### config.mk
export PLATFORM = sky130hd
export DESIGN_NAME = ps2_mouse_rx
export DESIGN_NICKNAME = d
export VERILOG_FILES = /design/src/rtl/ps2_pkg.sv /design/src/rtl/ps2_frame_rx.sv /design/src/rtl/ps2_mouse_rx.sv
export SDC_FILE = /design/constraint.sdc
export NUM_CORES = 1
export LEC_CHECK = 0
export CORE_ASPECT_RATIO = 1.5
export CORE_MARGIN = 3
export CORE_UTILIZATION = 45
export CTS_BUF_LIST = sky130_fd_sc_hd__clkbuf_8
export DETAILED_ROUTE_END_ITERATION = 16
export DONT_BUFFER_PORTS = 1
export PLACE_DENSITY = 0.66
export REMOVE_ABC_BUFFERS = 1
export SLEW_MARGIN = 5
export SYNTH_ARGS = -nofsm -noshare
export SYNTH_HDL_FRONTEND = slang
export SYNTH_SLANG_ARGS = --single-unit
### constraint.sdc
create_clock -name clk -period 1.9 [get_ports clk]
set_input_delay 0.38 -clock clk [delete_from_list [all_inputs] [get_ports clk]]
set_output_delay 0.38 -clock clk [all_outputs]
set_load 0.1 [all_outputs]
### src/rtl/ps2_pkg.sv
// Shared constants, byte-0 field map and frame FSM encoding for the PS/2 mouse receiver.
// frame_ok() is the odd-parity plus stop-bit acceptance rule for a received frame.
package ps2_pkg;

    localparam int unsigned FRAME_BITS = 11;

    localparam int unsigned BTN_L = 0;
    localparam int unsigned BTN_R = 1;
    localparam int unsigned BTN_M = 2;
    localparam int unsigned SYNC  = 3;
    localparam int unsigned XS    = 4;
    localparam int unsigned YS    = 5;
    localparam int unsigned XO    = 6;
    localparam int unsigned YO    = 7;

    typedef enum logic [1:0] {
        IDLE  = 2'd0,
        RECV  = 2'd1,
        CHECK = 2'd2
    } frame_state_e;

    function automatic logic frame_ok(input logic [8:0] data_par, input logic stop_bit);
        return (^data_par) & stop_bit;
    endfunction

endpackage

### src/rtl/ps2_frame_rx.sv
// PS/2 device-to-host frame receiver: clock falling-edge detect, 11-bit frame FSM,
// start/parity/stop check and inter-edge timeout. All outputs are registered.
module ps2_frame_rx
    import ps2_pkg::*;
#(
    parameter int unsigned TIMEOUT_CYCLES = 100000
) (
    input  logic       clk,
    input  logic       reset,
    input  logic       ps2_clk,
    input  logic       ps2_data,
    output logic [7:0] byte_data,
    output logic       byte_valid,
    output logic       frame_err
);

    localparam int unsigned TW = (TIMEOUT_CYCLES > 2) ? $clog2(TIMEOUT_CYCLES) : 1;

    frame_state_e  state_q, state_d;
    logic [3:0]    bit_cnt_q, bit_cnt_d;
    logic [8:0]    shift_q, shift_d;
    logic [TW-1:0] tmo_q, tmo_d;
    logic [7:0]    byte_q, byte_d;
    logic          bv_q, bv_d;
    logic          fe_q, fe_d;
    logic          ps2_clk_q;
    logic          sample_edge_s;

    assign sample_edge_s = ps2_clk_q & ~ps2_clk;

    // State register: everything clears on the synchronous active-low reset.
    always_ff @(posedge clk) begin
        if (!reset) begin
            state_q   <= IDLE;
            bit_cnt_q <= 4'd0;
            shift_q   <= 9'd0;
            tmo_q     <= '0;
            byte_q    <= 8'd0;
            bv_q      <= 1'b0;
            fe_q      <= 1'b0;
            ps2_clk_q <= 1'b1;
        end else begin
            state_q   <= state_d;
            bit_cnt_q <= bit_cnt_d;
            shift_q   <= shift_d;
            tmo_q     <= tmo_d;
            byte_q    <= byte_d;
            bv_q      <= bv_d;
            fe_q      <= fe_d;
            ps2_clk_q <= ps2_clk;
        end
    end

    // Next-state logic; the verdict is computed on the stop-bit edge so the pulse lands in CHECK.
    always_comb begin
        state_d   = state_q;
        bit_cnt_d = bit_cnt_q;
        shift_d   = shift_q;
        tmo_d     = tmo_q;
        byte_d    = byte_q;
        bv_d      = 1'b0;
        fe_d      = 1'b0;
        case (state_q)
            IDLE: begin
                tmo_d = '0;
                if (sample_edge_s && !ps2_data) begin
                    state_d   = RECV;
                    bit_cnt_d = 4'd1;
                    shift_d   = 9'd0;
                end else begin
                    state_d = IDLE;
                end
            end
            RECV: begin
                if (sample_edge_s) begin
                    tmo_d = '0;
                    if (bit_cnt_q == 4'(FRAME_BITS - 1)) begin
                        state_d   = CHECK;
                        bit_cnt_d = 4'd0;
                        if (frame_ok(shift_q, ps2_data)) begin
                            byte_d = shift_q[7:0];
                            bv_d   = 1'b1;
                        end else begin
                            fe_d = 1'b1;
                        end
                    end else begin
                        shift_d   = {ps2_data, shift_q[8:1]};
                        bit_cnt_d = bit_cnt_q + 4'd1;
                    end
                end else if (tmo_q == TW'(TIMEOUT_CYCLES - 1)) begin
                    fe_d      = 1'b1;
                    state_d   = IDLE;
                    tmo_d     = '0;
                    bit_cnt_d = 4'd0;
                    shift_d   = 9'd0;
                end else begin
                    tmo_d = tmo_q + TW'(1);
                end
            end
            CHECK: begin
                state_d = IDLE;
            end
            default: begin
                state_d   = IDLE;
                bit_cnt_d = 4'd0;
                tmo_d     = '0;
            end
        endcase
    end

    assign byte_data  = byte_q;
    assign byte_valid = bv_q;
    assign frame_err  = fe_q;

endmodule

### src/rtl/ps2_mouse_rx.sv
// PS/2 mouse receiver top: frame receiver plus a 3-byte movement packet assembler.
// Byte 0 must carry the sync bit; any frame error restarts packet alignment.
module ps2_mouse_rx
    import ps2_pkg::*;
#(
    parameter int unsigned TIMEOUT_CYCLES = 100000
) (
    input  logic       clk,
    input  logic       reset,
    input  logic       ps2_clk,
    input  logic       ps2_data,
    output logic [7:0] byte_data,
    output logic       byte_valid,
    output logic       frame_err,
    output logic       pkt_valid,
    output logic [2:0] buttons,
    output logic [8:0] dx,
    output logic [8:0] dy,
    output logic       x_ovf,
    output logic       y_ovf
);

    logic [7:0] byte_s;
    logic       byte_valid_s;
    logic       frame_err_s;

    logic [1:0] idx_q, idx_d;
    logic [7:0] b0_q, b0_d;
    logic [7:0] b1_q, b1_d;
    logic       pv_q, pv_d;
    logic [2:0] btn_q, btn_d;
    logic [8:0] dx_q, dx_d;
    logic [8:0] dy_q, dy_d;
    logic       xo_q, xo_d;
    logic       yo_q, yo_d;

    ps2_frame_rx #(
        .TIMEOUT_CYCLES(TIMEOUT_CYCLES)
    ) u_frame (
        .clk       (clk),
        .reset     (reset),
        .ps2_clk   (ps2_clk),
        .ps2_data  (ps2_data),
        .byte_data (byte_s),
        .byte_valid(byte_valid_s),
        .frame_err (frame_err_s)
    );

    // Packet assembler and packet output registers.
    always_ff @(posedge clk) begin
        if (!reset) begin
            idx_q <= 2'd0;
            b0_q  <= 8'd0;
            b1_q  <= 8'd0;
            pv_q  <= 1'b0;
            btn_q <= 3'd0;
            dx_q  <= 9'd0;
            dy_q  <= 9'd0;
            xo_q  <= 1'b0;
            yo_q  <= 1'b0;
        end else begin
            idx_q <= idx_d;
            b0_q  <= b0_d;
            b1_q  <= b1_d;
            pv_q  <= pv_d;
            btn_q <= btn_d;
            dx_q  <= dx_d;
            dy_q  <= dy_d;
            xo_q  <= xo_d;
            yo_q  <= yo_d;
        end
    end

    // Advance on accepted bytes; the third byte is taken straight from the frame receiver.
    always_comb begin
        idx_d = idx_q;
        b0_d  = b0_q;
        b1_d  = b1_q;
        pv_d  = 1'b0;
        btn_d = btn_q;
        dx_d  = dx_q;
        dy_d  = dy_q;
        xo_d  = xo_q;
        yo_d  = yo_q;
        if (frame_err_s) begin
            idx_d = 2'd0;
        end else if (byte_valid_s) begin
            case (idx_q)
                2'd0: begin
                    if (byte_s[SYNC]) begin
                        b0_d  = byte_s;
                        idx_d = 2'd1;
                    end else begin
                        idx_d = 2'd0;
                    end
                end
                2'd1: begin
                    b1_d  = byte_s;
                    idx_d = 2'd2;
                end
                2'd2: begin
                    btn_d = {b0_q[BTN_M], b0_q[BTN_R], b0_q[BTN_L]};
                    dx_d  = {b0_q[XS], b1_q};
                    dy_d  = {b0_q[YS], byte_s};
                    xo_d  = b0_q[XO];
                    yo_d  = b0_q[YO];
                    pv_d  = 1'b1;
                    idx_d = 2'd0;
                end
                default: begin
                    idx_d = 2'd0;
                end
            endcase
        end else begin
            idx_d = idx_q;
        end
    end

    assign byte_data  = byte_s;
    assign byte_valid = byte_valid_s;
    assign frame_err  = frame_err_s;
    assign pkt_valid  = pv_q;
    assign buttons    = btn_q;
    assign dx         = dx_q;
    assign dy         = dy_q;
    assign x_ovf      = xo_q;
    assign y_ovf      = yo_q;

endmodule
; Word level (Yosys, flattened, before mapping)
; Cells that the tools add are included.
[word_totals]
reg_bits = 85
elab_cells = 79
[classes]
n_reduce_logical = 17
addsub = 2
eq_ne = 10
muxes = 26
bitwise = 7
[op_table]
columns = cell, count
row1 = $mux 9, 4
row2 = $mux 17, 2
row3 = $pmux 17 s2, 1
row4 = $pmux 9 s2, 1
row5 = $add 17x1->17 const B, 1
row6 = $eq 17x17->1 const B, 1
row7 = $mux 4, 4
row8 = $reduce_and 4->1, 4
row9 = $pmux 4 s3, 1
row10 = $reduce_and 3->1, 3
row11 = $reduce_xor 9->1, 1
row12 = $mux 1, 8
row13 = $pmux 2 s2, 2
row14 = $mux 2, 3
row15 = $ne 3x3->1 const B, 2
row16 = $not 1->1, 5
row17 = $add 4x1->4 const B, 1
row18 = $eq 2x1->1 const B, 2
row19 = $eq 2x2->1 const B, 2
row20 = $eq 4x4->1 const B, 1
row21 = $logic_not 2->1, 2
row22 = $reduce_and 2->1, 2
row23 = $ne 3x1->1 const B, 1
row24 = $reduce_or 3->1, 1
row25 = other kinds (6), 7

; Logic depth before layout (Yosys ltp)
; Gate-level depths: netlist of run 1.
[depth]
ltp_word = 5
depth_mapped = 7
mapped_depth_nobuf = 7

; By module
; Synthesis of run 1 repeated with hierarchy kept, for this count alone.
[hier_totals]
cells_unflattened = 407
hier_area_um2 = 3834.9
[modules_own_cells]
columns = module, instances, cells_per_inst, seq_area_each_um2, area_each_um2
row1 = ps2_frame_rx, 1, 237, 860.8, 2147.1
row2 = ps2_mouse_rx, 1, 170, 820.8, 1687.9

; Worst setup path after synthesis of run 1
; OpenSTA, ideal clock, no wires.
[synth_path]
path_type = flip-flop to flip-flop
from = reg u_frame.bv_q, in the netlist u_frame.byte_valid
to = reg dy_q[0], in the netlist dy[0]
arrival_ns = 2.094
setup_slack_ns = -0.265
required_ns = 1.830
path_stages_with_launch = 7
cell_sequence = dfxtp_1 nor2b_1 and3b_1 clkbuf_1 clkbuf_1 nand2_1 a21oi_1
[synth_via]
elab_chain_cells = 1
[synth_lines]
columns = item, line
row1 = from (decl), ps2_frame_rx.sv:24  ; logic bv_q, bv_d;
row2 = from (signal assigned), ps2_frame_rx.sv:48  ; bv_q <= bv_d;
row3 = $reduce_and 3->1 (no line), -
row4 = to (signal assigned), ps2_mouse_rx.sv:68  ; dy_q <= dy_d;
row5 = to (decl), ps2_mouse_rx.sv:33  ; logic [8:0] dy_q, dy_d;
; Every way passes these cells.
; A chain may end at the register's enable or synchronous reset.

; Final worst setup path of run 1
[layout_path]
from = reg u_frame.tmo_q[1]
to = reg u_frame.tmo_q[16]
[layout_via]
elab_chain_cells = 4
word_cells_on_any_way = 5
classes_between = add/sub (1) / eq/ne (1) / mux (3)
[layout_lines]
columns = item, line
row1 = from (decl), ps2_frame_rx.sv:22  ; logic [TW-1:0] tmo_q, tmo_d;
row2 = from (signal assigned), ps2_frame_rx.sv:46  ; tmo_q <= tmo_d;
row3 = $add 17x1->17 / $eq 17x17->1 (equally long branches), "ps2_frame_rx.sv:97, ps2_frame_rx.sv:90"
row4 = $mux 17 *, ps2_frame_rx.sv:90  ; end else if (tmo_q == TW'(TIMEOUT_CYCLES - 1)) begin
row5 = $mux 17 *, ps2_frame_rx.sv:75  ; if (sample_edge_s) begin
row6 = $pmux 17 s2 *, ps2_frame_rx.sv:63  ; case (state_q)
; Mark *: on every way between the ends. The rest lies on a longest branch, timed or not.

==> tab_implementation.tex, run 1 <==
\begin{tabular}{lr}
\hline
Metric & Value \\
\hline
\multicolumn{2}{l}{\textbf{Synthesis}} \\
Post-synth top flop & dfxtp\_1 \\
Area share of the leading cell type in the synthesized netlist & 46.9\% \\
Cells after Synth & 415 \\
Count of unique library cells instantiated by Yosys & 51 \\
Ys async rst share & 0\% \\
Number of enable flip-flop cells after synthesis & 0 \\
Number of synthesized register bits & 84 \\
Post-synthesis instance area & 3590 sq um \\
Most common cell in the synthesized netlist & dfxtp\_1 \\
Leading cell types by total area after synthesis & dfxtp\_1, a21oi\_1, nand2\_1 \\
Number of warnings printed during yosys synthesis & 0 \\
Post-Syn Area per Cell & 8.64 sq um \\
Post-synth top cells & dfxtp\_1, nand2\_1, a21oi\_1 \\
Post-synthesis sequential area ratio & 46.9\% \\
Largest area contributor in the netlist & dfxtp\_1 \\
\multicolumn{2}{l}{\textbf{Place}} \\
HPWL after detailed placement & 5420 um \\
Worst setup slack after placement & 0.0683 ns \\
Gpl congestion & 0.858 \\
Total of buffers placed on input and output ports & 0 \\
\multicolumn{2}{l}{\textbf{Timing}} \\
Largest clock skew in the final design & 0.00883 ns \\
Final Hold Fails & 0 \\
Crit path setup slack, layout & 0.0879 ns \\
Pins Over Slew Limit & 0 \\
Headroom to the max-slew limit & 47.0\% \\
Maximum frequency from static timing analysis & 552 MHz \\
Post-route clock period utilization & 95.4\% \\
Time the worst path needs with I/O delays and setup & 1.81 ns \\
Final setup violation count & 0 \\
Actual slew at the worst max-slew pin & 0.789 ns \\
\multicolumn{2}{l}{\textbf{Global route}} \\
Antenna violations before repair & 0 \\
Global-route wire length before repair & 12800 um \\
Overall track demand over capacity in global routing & 18.0\% \\
Overflow left after global routing & 0 \\
Vias in the first global route & 2764 \\
Largest net degree at the start of global routing & 40 \\
\multicolumn{2}{l}{\textbf{Job}} \\
Maximum Capacitance Violations & 0 \\
\multicolumn{2}{l}{\textbf{Power}} \\
Pwr per Cell Area & 762 nW/um\^{}2 \\
Leak Pwr & 1.59 nW \\
VDD IR max & 0.000400 V \\
Total power & 3.27 mW \\
\multicolumn{2}{l}{\textbf{Clock network}} \\
Number of sinks handled by clock tree synthesis & 84 \\
Maximum clock insertion buffer count & 2 \\
Clock insertion delay at the later pin of the skew report & 0.36 ns \\
Number of clock buffers inserted by TritonCTS & 9 \\
Clock transition time at the flip-flop clock pins of the worst setup and hold paths & 0.08 ns \\
TritonCTS clock tree & yes \\
H-Tree Depth & 3 \\
Number of buffers inserted by hold repair at cts & 0 \\
CTS root buffer & clkbuf\_8 \\
\multicolumn{2}{l}{\textbf{Detailed routing}} \\
Wirelength, routed & 7750 um \\
Post-DRT Antenna Nets & 0 \\
WL per Instance & 13.7 um \\
Number of iterations in the first detailed-routing pass & 4 \\
Count of vias placed by the detailed router & 3050 \\
Iter 0 DRT Violations & 155 \\
Residual DRC & 0 \\
Post-DR vias/cell & 5.39 \\
\multicolumn{2}{l}{\textbf{Critical path}} \\
Largest fanout on the critical path & 9 \\
WP data arrival & 2.07 ns \\
Start-to-end type of the worst setup path & reg -> reg \\
Crit path required time & 2.15 ns \\
CP Launch Type & flop \\
Element type at the critical path end & flop \\
Reg-to-reg slack, setup & 0.09 ns \\
\multicolumn{2}{l}{\textbf{Final layout}} \\
Area taken by multi-input logic gates & 1840 sq um \\
Area growth from synthesis to layout & 19.9\% \\
N\_diodes & 0 \\
Storage element area & 1680 sq um \\
Final net count & 466 \\
Fraction of layout cells with a size suffix above 1 & 18.3\% \\
Share of the core filled with cells & 56.1\% \\
Number of filler cells placed in the layout & 708 \\
\multicolumn{2}{l}{\textbf{Die}} \\
Area inside the core boundary & 7660 sq um \\
Number of rows in the core area & 39 \\
Initial standard-cell utilization of the core & 46.8\% \\
I/O pin count & 38 \\
Width of the die & 78.9 um \\
Die extent in y & 115 um \\
Die outline area & 9100 sq um \\
\multicolumn{2}{l}{\textbf{Hold path}} \\
Hold Path Class & in -> reg \\
\multicolumn{2}{l}{\textbf{Status}} \\
Outcome & completed \\
\hline
\end{tabular}
-- timing repair --
action                                 4_1_cts  5_1_grt
endpoints found under the hold margin        0        0
buffers inserted                             0        5
setup endpoints to repair                    0       27
gates resized for setup                      0        6
-- layout by cell type (no fill, tap or decap), types with 4 or more instances in the layout --
cell       n
nor2_1    39
a21oi_1   49
nand3_1   25
mux2i_1   17
dfxtp_1   83
inv_1      5
o21ai_0   24
nand2_1   64
clkbuf_8   9
nand2b_1   6
nand3b_1   5
o21a_1     4
xnor2_1    7
buf_4     53
nor3_1     7
-- registers in the layout (all words and copies together), names as in the netlist, 2 cells and up --
name and cells:
u_frame.tmo_q 17, idx_q 2, b0_q 7, u_frame.state_q 2
u_frame.shift_q 9, dy 9, u_frame.byte_data 8, b1_q 8
u_frame.bit_cnt_q 4, buttons 3, dx 9
-- critical path, stage by stage, from the launching register on --
cell and delay, ns:
dfxtp_1 0.36, ha_1 0.17, and4_1 0.27, nand4_4 0.17, nand2_1 0.33, nor4_1 0.11, o221a_2 0.28
-- final timing paths --
| check | start | endpoint | cells after the start |
|---|---|---|---|
| min reg2reg | b0_q[1] | buttons[1] | 2 |
| max reg2reg | u_frame.tmo_q[1] | u_frame.tmo_q[16] | 6 |
| min | reset | u_frame.ps2_clk_q | 1 |
| max | u_frame.tmo_q[1] | u_frame.tmo_q[16] | 6 |
-- routing by layer --
metal | GRT usage, % | vias to the layer above | wire [um] | share of wire, %
met2 | 32.4 | 71 | 4000 | 52
li1 | - | 1531 | - | -
met5 | 0 | - | 0 | 0
met3 | 5.64 | 13 | 459 | 5.9
met4 | 7.80 | 0 | 128 | 1.7
met1 | 19.2 | 1435 | 3160 | 41
-- per-stage QoR --
stage          std cells  instance area, sq um  TNS (ns)  hold WS [ns]
3_3_place_gp         544                  4000         0         0.437
3_5_place_dp         544                  4000         0         0.443
6_report             566                  4300         0        0.0901
4_1_cts              560                  4220         0        0.0645
2_1_floorplan        393                  3490     -8.51         0.431
5_1_grt              566                  4300   -0.0157        0.0797
-- area by class of cell --
type	count	area share [%]
timing repair buffer	54	9.72
inverter	4	0.349
multi-input combinational	306	42.7
clock inverter	7	2.18
sequential	84	39.2
tap	102	2.97
clock buffer	9	2.88
-- where the power goes --
part | internal (mW) | switching [mW] | total, mW
combinational | 0.0422 | 0.0749 | 0.117
sequential | 1.76 | 0.00479 | 1.77
clock | 0.738 | 0.650 | 1.39
-- logic make-up after synthesis --
kind of cell / share of synthesized area (%)
and+or+nand+nor: 24.2
AOI/OAI and AO/OA: 15.5
DFF: 46.9
buffers and inverters: 3.07
muxes: 5.37
xor gates and xnor gates: 3.98
adders and majority gates: 1.05
Power figures use the tool's default switching activity.
==> inputs of run 2 (changes only) <==
--- a/config.mk
+++ b/config.mk
@@ -8,11 +8,9 @@
 export CORE_ASPECT_RATIO = 1.5
 export CORE_MARGIN = 3
 export CORE_UTILIZATION = 45
-export CTS_BUF_LIST = sky130_fd_sc_hd__clkbuf_8
 export DETAILED_ROUTE_END_ITERATION = 16
 export DONT_BUFFER_PORTS = 1
 export PLACE_DENSITY = 0.66
-export REMOVE_ABC_BUFFERS = 1
 export SLEW_MARGIN = 5
 export SYNTH_ARGS = -nofsm -noshare
 export SYNTH_HDL_FRONTEND = slang
==> run 2 against run 1 <==
Net effect:
- critical path depth stayed put
- maximum frequency up 0.35%
- routed wire length increased by 0.81%
- cell count decreased by 0.71%
- die area is the same
- via count fell by 0.79%
- core utilization is essentially flat
- non-clock buffer count decreased by 4
- flip-flop and latch count did not move
- final area barely moved
- combinational power down 4%
- sequential power barely moved
==> tab_implementation.tex, run 2 (synthesis gave the netlist of run 1 again) <==
\begin{tabular}{lr}
\hline
Metric & Value \\
\hline
\multicolumn{2}{l}{\textbf{Place}} \\
Total of buffers placed on input and output ports & 0 (unchanged) \\
Standard cell area after detailed placement & 4010 sq um (+0.25\%) \\
HPWL after detailed placement & 5600 um (+3.3\%) \\
Worst setup slack after placement & 0.0769 ns (+0.00861 ns) \\
Placed cell count & 545 (+0.18\%) \\
Gpl congestion & 0.843 (-1.8\%) \\
\multicolumn{2}{l}{\textbf{Global route}} \\
Antenna violations before repair & 0 (unchanged) \\
Overflow left after global routing & 0 (unchanged) \\
Largest net degree at the start of global routing & 65 (+63\%) \\
Overall track demand over capacity in global routing & 17.7\% (-0.30 points) \\
Vias in the first global route & 2721 (-1.6\%) \\
Global-route wire length before repair & 12700 um (-1.1\%) \\
\multicolumn{2}{l}{\textbf{Final layout}} \\
Fraction of layout cells with a size suffix above 1 & 18.0\% (-0.28 points) \\
Area growth from synthesis to layout & 20.0\% (about the same) \\
Number of flip-flops in the largest register & 17 (unchanged) \\
Final cell count without fillers & 562 (-0.71\%) \\
Commonest cells after routing, fill and taps aside & dfxtp\_1, nand2\_1, a21oi\_1, buf\_4, nor2\_1 \\
Share of the core filled with cells & 56.1\% (about the same) \\
Number of filler cells placed in the layout & 701 (-0.99\%) \\
Final design instance area without fill & 4300 sq um (about the same) \\
Largest Register & u\_frame.tmo\_q \\
Leading cell type in the layout, fill and taps excluded & dfxtp\_1 \\
N\_diodes & 0 (unchanged) \\
Final net count & 462 (-0.86\%) \\
\multicolumn{2}{l}{\textbf{Die}} \\
I/O pin count & 38 (unchanged) \\
Area inside the core boundary & 7660 sq um (unchanged) \\
Number of rows in the core area & 39 (unchanged) \\
Initial standard-cell utilization of the core & 46.8\% (unchanged) \\
Die outline area & 9100 sq um (unchanged) \\
Width of the die & 78.9 um (unchanged) \\
Die extent in y & 115 um (unchanged) \\
\multicolumn{2}{l}{\textbf{Clock network}} \\
Clock transition time at the flip-flop clock pins of the worst setup and hold paths & 0.06 ns (-0.02 ns) \\
Clock insertion delay at the later pin of the skew report & 0.33 ns (-0.03 ns) \\
Maximum clock insertion buffer count & 2 (unchanged) \\
Number of setup buffers added after CTS & 0 (unchanged) \\
TritonCTS clock tree & yes \\
Cells resized by post-CTS repair & 0 (unchanged) \\
Number of clock buffers inserted by TritonCTS & 9 (unchanged) \\
H-Tree Depth & 3 (unchanged) \\
Number of sinks handled by clock tree synthesis & 84 (unchanged) \\
CTS root buffer & clkbuf\_16 \\
Number of buffers inserted by hold repair at cts & 0 (unchanged) \\
\multicolumn{2}{l}{\textbf{Critical path}} \\
Crit path required time & 2.13 ns (-0.02 ns) \\
WP data arrival & 2.04 ns (-0.03 ns) \\
Start-to-end type of the worst setup path & reg -> reg \\
Cells on worst reg2reg path & 6 (unchanged) \\
R2r startpoint & u\_frame.tmo\_q[0] \\
Reg-to-reg slack, setup & 0.09 ns (about the same) \\
CP Launch Type & flop \\
Reg-to-reg endpoint & u\_frame.bit\_cnt\_q[2] \\
Element type at the critical path end & flop \\
Largest fanout on the critical path & 10 (+1) \\
\multicolumn{2}{l}{\textbf{Detailed routing}} \\
Number of iterations in the first detailed-routing pass & 4 (unchanged) \\
Residual DRC & 0 (unchanged) \\
Wirelength, routed & 7810 um (+0.81\%) \\
Post-DRT Antenna Nets & 0 (unchanged) \\
Count of vias placed by the detailed router & 3026 (-0.79\%) \\
Post-DR vias/cell & 5.38 (about the same) \\
Iter 0 DRT Violations & 118 (-24\%) \\
WL per Instance & 13.9 um (+1.5\%) \\
\multicolumn{2}{l}{\textbf{Status}} \\
Outcome & completed \\
\multicolumn{2}{l}{\textbf{Power}} \\
Total power & 3.49 mW (+6.5\%) \\
VDD IR max & 0.000437 V (+9.3\%) \\
Pwr per Cell Area & 811 nW/um\^{}2 (+6.4\%) \\
Leak Pwr & 1.57 nW (-1.1\%) \\
\multicolumn{2}{l}{\textbf{Synthesis}} \\
Post-Synthesis Net Count & 422 \\
\multicolumn{2}{l}{\textbf{Job}} \\
Maximum Capacitance Violations & 0 (unchanged) \\
\multicolumn{2}{l}{\textbf{Timing}} \\
Time the worst path needs with I/O delays and setup & 1.81 ns (-0.00629 ns) \\
Crit path setup slack, layout & 0.0942 ns (+0.00629 ns) \\
Setup TNS & 0 ns (unchanged) \\
Post-route clock period utilization & 95.0\% (-0.33 points) \\
Final Hold Fails & 0 (unchanged) \\
Pins Over Slew Limit & 0 (unchanged) \\
Final setup violation count & 0 (unchanged) \\
Worst slack on hold paths & 0.117 ns (+0.0271 ns) \\
Actual slew at the worst max-slew pin & 0.537 ns (-0.251 ns) \\
Unrepaired setup endpoints after global routing & no \\
Headroom to the max-slew limit & 64.0\% (+17 points) \\
Maximum frequency from static timing analysis & 554 MHz (+0.35\%) \\
Largest clock skew in the final design & 0.00900 ns (+0.000177 ns) \\
\multicolumn{2}{l}{\textbf{Hold path}} \\
Worst Hold Path EP & u\_frame.ps2\_clk\_q \\
HP Start & reset \\
Hold Path Class & in -> reg \\
Depth of the worst hold-timing path & 1 (unchanged) \\
\hline
\end{tabular}
## run 2: changes by cell type in the layout (fill, tap and decap cells not counted), moves of 2 or more
cell	previous run	this run
buf_4	53	49
bufinv_16	2	0
clkbuf_16	0	9
clkbuf_8	9	0
clkinv_4	3	0
clkinvlp_4	0	4
inv_1	5	3
inv_6	0	2
## run 2: area by class of cell
type                            instances  area [sq um]  area share, %
Tap cell                              102           128           2.97
Inverter                                4          15.0          0.349
Clock inverter                          6          47.5           1.11
Sequential cell                        84          1680           39.2
Timing Repair Buffer                   50           388           9.02
Clock buffer                           10           229           5.32
Multi-Input combinational cell        306          1810           42.1
## run 2: layer usage
layer	up-vias	GRT usage, %	wire length [um]
met1	1417	19.7	3270
met4	0	9.17	241
met3	18	4.39	299
li1	1532	-	-
met2	59	31.0	4000
met5	-	0	0
## run 2: how the worst max path moves through the flow
stage | cells past startpoint | startpoint | slack [ns] | to
after detailed placement | 6 | u_frame.tmo_q[0] | 0.08 | u_frame.bit_cnt_q[2]
after global placement | 6 | u_frame.tmo_q[0] | 0.14 | u_frame.bit_cnt_q[2]
after global routing | 5 | u_frame.shift_q[8] | 0.0009 | u_frame.byte_data[1]
after CTS | 6 | u_frame.tmo_q[0] | 0.05 | u_frame.bit_cnt_q[2]
after floorplan | 4 | u_frame.byte_data[3] | 0.01 | b0_q[2]
final | 6 | u_frame.tmo_q[0] | 0.09 | u_frame.bit_cnt_q[2]
## run 2: worst max-delay path, stage by stage (launching register included)
cell	delay, ns
dfxtp_1	0.37
ha_1	0.19
and4_1	0.27
nand4_4	0.16
and2_4	0.23
o31a_1	0.30
o21a_1	0.18
## run 2: power breakdown
| group | internal [mW] | switching, mW |
|---|---|---|
| logic | 0.0388 | 0.0728 |
| clock network | 0.894 | 0.711 |
| registers | 1.77 | 0.00494 |
